[src/rtl/load_store_unit_if.sv]
// Request/response and word-memory port bundle for load_store_unit.
// slave = the unit's view, master = requester plus memory side.
interface load_store_unit_if #(parameter int ADDR_WIDTH = 32);
  logic                  req_valid;
  logic                  req_ready;
  logic                  req_write;
  logic [1:0]            req_size;
  logic                  req_unsigned;
  logic [ADDR_WIDTH-1:0] req_addr;
  logic [31:0]           req_wdata;
  logic                  resp_valid;
  logic [31:0]           resp_rdata;
  logic                  resp_error;
  logic [ADDR_WIDTH-1:0] mem_address;
  logic                  mem_read;
  logic                  mem_write;
  logic [31:0]           mem_write_data;
  logic [31:0]           mem_read_data;

  modport slave (
    input  req_valid, req_write, req_size, req_unsigned, req_addr, req_wdata, mem_read_data,
    output req_ready, resp_valid, resp_rdata, resp_error,
           mem_address, mem_read, mem_write, mem_write_data
  );

  modport master (
    output req_valid, req_write, req_size, req_unsigned, req_addr, req_wdata, mem_read_data,
    input  req_ready, resp_valid, resp_rdata, resp_error,
           mem_address, mem_read, mem_write, mem_write_data
  );
endinterface

[src/rtl/load_store_unit.sv]
// Byte/halfword/word load-store unit in front of a word-only memory; sub-word
// stores use read-modify-write. Define LSU_MISALIGN_TRAP_EN to fault misaligned accesses.
module load_store_unit #(
  parameter int ADDR_WIDTH = 32
) (
  input logic               clk,
  input logic               reset,
  load_store_unit_if.slave  bus
);

  typedef enum logic [1:0] {IDLE, READ, WRITE, RESP} state_t;

  state_t                state, state_nx;
  logic [ADDR_WIDTH-1:0] addr_q;
  logic [1:0]            size_q;
  logic                  write_q;
  logic                  uns_q;
  logic [31:0]           wdata_q;
  logic [31:0]           mwdata_q;
  logic [31:0]           rdata_q;
  logic                  req_fault;
  logic                  accept;
  logic [7:0]            byte_v;
  logic [15:0]           half_v;
  logic [31:0]           load_val;
  logic [31:0]           merged;

`ifdef LSU_MISALIGN_TRAP_EN
  logic err_q;
  assign req_fault = (bus.req_size == 2'b01 && bus.req_addr[0]) ||
                     (bus.req_size[1] && bus.req_addr[1:0] != 2'b00);
  assign bus.resp_error = err_q && (state == RESP);
`else
  assign req_fault      = 1'b0;
  assign bus.resp_error = 1'b0;
`endif

  assign accept             = bus.req_valid && (state == IDLE);
  assign bus.req_ready      = (state == IDLE);
  assign bus.mem_read       = (state == READ);
  assign bus.mem_write      = (state == WRITE);
  assign bus.resp_valid     = (state == RESP);
  assign bus.resp_rdata     = rdata_q;
  assign bus.mem_write_data = mwdata_q;
  assign bus.mem_address    = {2'b00, addr_q[ADDR_WIDTH-1:2]};

  always_comb begin
    state_nx = state;
    case (state)
      IDLE: begin
        if (bus.req_valid) begin
          if (req_fault)                         state_nx = RESP;
          else if (bus.req_write && bus.req_size[1]) state_nx = WRITE;
          else                                   state_nx = READ;
        end
      end
      READ:    state_nx = write_q ? WRITE : RESP;
      WRITE:   state_nx = RESP;
      RESP:    state_nx = IDLE;
      default: state_nx = IDLE;
    endcase
  end

  // Halfword lane uses addr[1] only, so a stray addr[0] is ignored when untrapped.
  always_comb begin
    byte_v = bus.mem_read_data[{addr_q[1:0], 3'b000} +: 8];
    half_v = bus.mem_read_data[{addr_q[1], 4'b0000} +: 16];
    case (size_q)
      2'b00:   load_val = {{24{~uns_q & byte_v[7]}}, byte_v};
      2'b01:   load_val = {{16{~uns_q & half_v[15]}}, half_v};
      default: load_val = bus.mem_read_data;
    endcase
    merged = bus.mem_read_data;
    case (size_q)
      2'b00:   merged[{addr_q[1:0], 3'b000} +: 8] = wdata_q[7:0];
      2'b01:   merged[{addr_q[1], 4'b0000} +: 16] = wdata_q[15:0];
      default: merged = wdata_q;
    endcase
  end

  always_ff @(posedge clk or posedge reset) begin
    if (reset) begin
      state    <= IDLE;
      addr_q   <= '0;
      size_q   <= 2'b00;
      write_q  <= 1'b0;
      uns_q    <= 1'b0;
      wdata_q  <= '0;
      mwdata_q <= '0;
      rdata_q  <= '0;
`ifdef LSU_MISALIGN_TRAP_EN
      err_q    <= 1'b0;
`endif
    end else begin
      state <= state_nx;
      if (accept) begin
        addr_q  <= bus.req_addr;
        size_q  <= bus.req_size;
        write_q <= bus.req_write;
        uns_q   <= bus.req_unsigned;
        wdata_q <= bus.req_wdata;
        rdata_q <= '0;
`ifdef LSU_MISALIGN_TRAP_EN
        err_q   <= req_fault;
`endif
        // Word stores skip READ, so their write word is loaded straight away.
        if (bus.req_write && bus.req_size[1] && !req_fault)
          mwdata_q <= bus.req_wdata;
      end
      if (state == READ) begin
        if (write_q) mwdata_q <= merged;
        else         rdata_q  <= load_val;
      end
    end
  end

endmodule
[src/flat_wrapper.sv]
// flat-port wrapper written by rule: the top's interface ports become plain ports
module load_store_unit_flat 
#(
  parameter int ADDR_WIDTH = 32
)
  (clk, reset, bus_req_valid, bus_req_write, bus_req_size, bus_req_unsigned, bus_req_addr, bus_req_wdata, bus_mem_read_data, bus_req_ready, bus_resp_valid, bus_resp_rdata, bus_resp_error, bus_mem_address, bus_mem_read, bus_mem_write, bus_mem_write_data);
  load_store_unit_if #(.ADDR_WIDTH(ADDR_WIDTH)) bus_i ();
  input logic clk;
  input logic reset;
  input wire logic [$bits(bus_i.req_valid)-1:0] bus_req_valid;
  input wire logic [$bits(bus_i.req_write)-1:0] bus_req_write;
  input wire logic [$bits(bus_i.req_size)-1:0] bus_req_size;
  input wire logic [$bits(bus_i.req_unsigned)-1:0] bus_req_unsigned;
  input wire logic [$bits(bus_i.req_addr)-1:0] bus_req_addr;
  input wire logic [$bits(bus_i.req_wdata)-1:0] bus_req_wdata;
  input wire logic [$bits(bus_i.mem_read_data)-1:0] bus_mem_read_data;
  output wire logic [$bits(bus_i.req_ready)-1:0] bus_req_ready;
  output wire logic [$bits(bus_i.resp_valid)-1:0] bus_resp_valid;
  output wire logic [$bits(bus_i.resp_rdata)-1:0] bus_resp_rdata;
  output wire logic [$bits(bus_i.resp_error)-1:0] bus_resp_error;
  output wire logic [$bits(bus_i.mem_address)-1:0] bus_mem_address;
  output wire logic [$bits(bus_i.mem_read)-1:0] bus_mem_read;
  output wire logic [$bits(bus_i.mem_write)-1:0] bus_mem_write;
  output wire logic [$bits(bus_i.mem_write_data)-1:0] bus_mem_write_data;
  assign bus_i.req_valid = bus_req_valid;
  assign bus_i.req_write = bus_req_write;
  assign bus_i.req_size = bus_req_size;
  assign bus_i.req_unsigned = bus_req_unsigned;
  assign bus_i.req_addr = bus_req_addr;
  assign bus_i.req_wdata = bus_req_wdata;
  assign bus_i.mem_read_data = bus_mem_read_data;
  assign bus_req_ready = bus_i.req_ready;
  assign bus_resp_valid = bus_i.resp_valid;
  assign bus_resp_rdata = bus_i.resp_rdata;
  assign bus_resp_error = bus_i.resp_error;
  assign bus_mem_address = bus_i.mem_address;
  assign bus_mem_read = bus_i.mem_read;
  assign bus_mem_write = bus_i.mem_write;
  assign bus_mem_write_data = bus_i.mem_write_data;
  load_store_unit #(.ADDR_WIDTH(ADDR_WIDTH)) u_core (.clk(clk), .reset(reset), .bus(bus_i));
endmodule
[config.mk]
export PLATFORM = sky130hd
export DESIGN_NAME = load_store_unit_flat
export DESIGN_NICKNAME = d
export VERILOG_FILES = /design/src/rtl/load_store_unit_if.sv /design/src/rtl/load_store_unit.sv /design/src/flat_wrapper.sv
export SDC_FILE = /design/constraint.sdc
export NUM_CORES = 1
export LEC_CHECK = 0
export BUFFER_PORTS_ARGS = -buffer_cell sky130_fd_sc_hd__buf_4
export CAP_MARGIN = 30
export CORE_MARGIN = 4
export CORE_UTILIZATION = 40
export CTS_BUF_LIST = sky130_fd_sc_hd__clkbuf_8
export CTS_CLUSTER_SIZE = 10
export DETAILED_ROUTE_END_ITERATION = 16
export HOLD_SLACK_MARGIN = 0.12
export SYNTH_ARGS = -nofsm -noshare
export SYNTH_HDL_FRONTEND = slang
export SYNTH_SLANG_ARGS = --single-unit
export TNS_END_PERCENT = 50
[constraint.sdc]
create_clock -name clk -period 5.38 [get_ports clk]
set_clock_uncertainty 0.05 [all_clocks]
set_input_delay 0.538 -clock clk [delete_from_list [all_inputs] [get_ports clk]]
set_output_delay 0.538 -clock clk [all_outputs]
set_load 0.03 [all_outputs]
==> out/metrics.sh <==
STATUS='finished clean'
CTS-ROOT-TO-SINK-BUFFERS=2
H-TREE-DEPTH=4
YOSYSSEQAREASHARE=0.5024
DRC_MARKER_COUNT_FROM_THE_FIRST_DETAILED_ROUTE_ITERATION=483
SYNTH_CELL_TYPES=47
MAPPEDNETLISTAREA_SQ_UM=6674
POWER_W=0.005776
ROWS=46
UTILIZATION=0.5321
WORST_HOLD_PATH.NUM_CELLS=2
VIAS_PER_CELL=5.667
FINAL_ANTENNA_NET_COUNT=0
FINAL_CRITICAL_DELAY_INCLUDING_SETUP_AND_EXTERNAL_DELAYS_NS=2.861
NETLIST.AREA_LEADER.SHARE=0.5024
CRITICAL_PATH.STARTPOINT_TYPE='register'
CP_LAUNCH_POINT='u_core.state[0]'
TIMING_HOLD_VIOLATIONS_FINAL=0
GRT_PASS1_VIAS=5565
SETUP_VIOL=0
POST-ROUTE-PERIOD-UTIL=0.5317
POST_SYNTH.CELL_AREA_AVG_SQ_UM=11.59
POST_ROUTE_WL_MM=20.58
RESIDUAL_DRC_COUNT=0
POST_CTS_RESIZE_COUNT=0
YS.FLOP_TYPE='sky130_fd_sc_hd__dfrtp_1'
GRT_SETUP_UNREPAIRED='no'
TOTAL_LEAKAGE_POWER_nW=3.984
YS_FF_LATCH=134
GLOBALROUTE.TOTALOVERFLOW=0
FIRST_PASS_ITERS=6
MAXSLEWVIOLCOUNT=0
GRT_START_MAX_NET_PINS=69
IO_BUFFERS=200
CHIPHEIGHT_UM=137.2
HOLD_PATH.STARTPOINT='bus_req_unsigned'
FLOORPLAN.IO_PINS=204
FIN_NETS=849
FLOORPLAN.DIE_AREA_SQ_UM=18820
PATH_CLASS_OF_THE_LOWEST_SLACK_MIN_DELAY_PATH='in -> reg'
ANTENNA-DIODE-COUNT=0
CRIT_ARRIVAL_NS=3.11
CTS-ROOT-BUF='sky130_fd_sc_hd__clkbuf_8'
FIN_CELLS=966
WORSTREG2REGSTART='u_core.state[0]'
WORST_SETUP_PATH_END_KIND='register'
WORST-ENDPOINT-REQUIRED_NS=5.63
GRT_ANTENNA_BEFORE_REPAIR=0
GRT_USAGE=0.2169
SYNTHESIS.YOSYS.WARNINGS=0
DRV_CAP=0
TIMING.SLEW.HEADROOM=0.2960
SYN_TO_FINAL_GROWTH_PCT=28.48
GRT_PASS1_WL_MM=30.99
CLK_LATENCY_NS=0.44
SYNTH.CELLS.MOST_FREQUENT='sky130_fd_sc_hd__dfrtp_1, sky130_fd_sc_hd__mux2_2, sky130_fd_sc_hd__nand2_1'
POWER_DENSITY_nW_PER_UM2=673.7
SYNTH.MOST_COMMON_CELL='sky130_fd_sc_hd__dfrtp_1'
FINISH.INSTANCE_AREA_SQ_UM=8574
CTS_TREE='done'
SYNTH_TOP_AREA_CELL='sky130_fd_sc_hd__dfrtp_1'
POST_DRT_WL_PER_CELL_UM=21.30
FLOORPLAN.DIE.WIDTH_UM=137.2
FINALWEIGHTEDCONGESTION=0.8731
POST_SYNTH_INST_COUNT=576
PLACED_CELLS_INCL_TAPS=932
DRIVE_ABOVE_1_SHARE=0.4493
FF2FF_SETUP_SLACK_NS=2.52
EFFECTIVE_UTILIZATION_AT_FLOORPLAN=0.4141
VDD_IR_DROP_MAX_mV=0.3946
PATH_MAX_FANOUT=41
POSTCTSSETUPREPAIRBUFS=0
TIGHTESTPINTRANSITION_NS=1.056
ROUTED-VIA-COUNT=5474
CLK_TRANSITION_REPORTED_PATHS_NS=0.08
SYNTH_AREA_LEADERS='sky130_fd_sc_hd__dfrtp_1, sky130_fd_sc_hd__mux2_2, sky130_fd_sc_hd__buf_4'
CTS-BUFFERS-INSERTED=17
FP.COREAREA_SQ_UM=16120
TIMING.SETUP.TNS_NS=0
CTS.SINKS=134
SYNTH_EDF_COUNT=0
ACHIEVABLE-FREQUENCY_MHz=349.6
CRITICAL_PATH_CLASS='reg -> reg'
TIMING.REG2REG.WORST_PATH_DEPTH=8
DPL.HPWL_MM=15.08
DPL-INSTANCE-AREA_SQ_UM=8115
ASYNC_RESET_FF_FRAC=1.000
-- logic make-up (layout without fill, tap and decap cells) --
kind of cell               count (synthesis)  after routing  share of synthesized area
DFF                                      134            134                     0.5024
and+or+nand+nor                          122            122                    0.09468
buffers and inverters                     80            252                    0.06899
other                                      1              3                  0.0005619
adders and majority gates                  9              9                    0.01687
muxes                                     94             94                     0.1554
AOI/OAI and AO/OA                        136            136                     0.1610
-- flip-flops by register name (all words and copies together), names as in the netlist --
signal	count
u_core.size_q	2
u_core.bus.resp_rdata	32
u_core.write_q	1
u_core.state	2
u_core.uns_q	1
u_core.addr_q	32
u_core.wdata_q	32
u_core.bus.mem_write_data	32
-- worst paths after layout --
kind	endpoint
worst max-delay path	u_core.bus.mem_write_data[13]
worst min-delay path	u_core.uns_q
worst max register to register	u_core.bus.mem_write_data[13]
worst min register to register	u_core.wdata_q[31]
max in group asynchronous	u_core.bus.resp_rdata[17]
min in group asynchronous	u_core.bus.mem_write_data[16]
-- layer usage --
| layer | up-vias | wire length, um | GRT usage |
|---|---|---|---|
| met4 | 0 | 695 | 0.09479 |
| met2 | 273 | 9644 | 0.3422 |
| met1 | 2727 | 8302 | 0.2731 |
| met5 | - | 0 | 0 |
| li1 | 2428 | - | - |
| met3 | 46 | 1937 | 0.07122 |
-- critical path, cell delays in order (launching register included) --
cell and delay (ns):
sky130_fd_sc_hd__dfrtp_1 0.40, sky130_fd_sc_hd__inv_1 0.09, sky130_fd_sc_hd__ha_1 0.28, sky130_fd_sc_hd__nand2_2 0.58, sky130_fd_sc_hd__buf_4 0.60, sky130_fd_sc_hd__nor2_1 0.10, sky130_fd_sc_hd__buf_4 0.25, sky130_fd_sc_hd__a211oi_1 0.29
sky130_fd_sc_hd__a31oi_1 0.07
-- power by group --
part / total [W] / internal, W / switching, W
registers: 0.00189 / 0.00150 / 0.000391
logic: 0.00299 / 0.00126 / 0.00173
clock network: 0.000898 / 0.000498 / 0.000399
total: 0.00578 / 0.00325 / 0.00252
-- cell usage in the layout, fill, tap and decap left out, types with 3 or more instances in the layout --
master	n
sky130_fd_sc_hd__clkinvlp_4	4
sky130_fd_sc_hd__a221o_1	18
sky130_fd_sc_hd__o21ai_0	12
sky130_fd_sc_hd__buf_4	207
sky130_fd_sc_hd__ha_1	9
sky130_fd_sc_hd__a32oi_1	22
sky130_fd_sc_hd__inv_1	10
sky130_fd_sc_hd__clkinv_2	5
sky130_fd_sc_hd__nand3_1	8
sky130_fd_sc_hd__nor2_1	7
sky130_fd_sc_hd__a221oi_1	16
sky130_fd_sc_hd__clkbuf_8	17
sky130_fd_sc_hd__dfrtp_1	134
sky130_fd_sc_hd__a21oi_1	10
sky130_fd_sc_hd__mux2i_1	17
sky130_fd_sc_hd__bufinv_16	4
sky130_fd_sc_hd__nand2_1	67
sky130_fd_sc_hd__mux2_2	77
sky130_fd_sc_hd__nand2b_1	10
sky130_fd_sc_hd__a221o_2	5
sky130_fd_sc_hd__a211oi_1	3
sky130_fd_sc_hd__a22oi_1	22
sky130_fd_sc_hd__and2_1	12
sky130_fd_sc_hd__a31oi_1	20
sky130_fd_sc_hd__conb_1	3
-- through the flow --
| stage | hold slack (ns) | setup slack (ns) |
|---|---|---|
| 2_1_floorplan | 0.4239 | 1.209 |
| 3_3_place_gp | 0.4379 | 2.642 |
| 3_5_place_dp | 0.4447 | 2.505 |
| 4_1_cts | 0.2443 | 2.475 |
| 5_1_grt | 0.2433 | 2.262 |
| 6_report | 0.2732 | 2.519 |
-- repair_timing --
action | in CTS | in global routing
hold buffers | 1 | 0
endpoints found under the setup margin | 0 | 0
hold endpoints to repair | 34 | 0
-- layout make-up --
| type | instances | area [sq um] |
|---|---|---|
| multi-input combinational | 364 | 2870 |
| tap | 216 | 270.3 |
| inverter | 10 | 40.04 |
| timing repair buffer | 210 | 1619 |
| sequential | 134 | 3353 |
| clock buffer | 17 | 234.0 |
| fill | 1429 | 7541 |
| clock inverter | 15 | 187.7 |
Note: power is estimated with default switching activity, not from simulation.
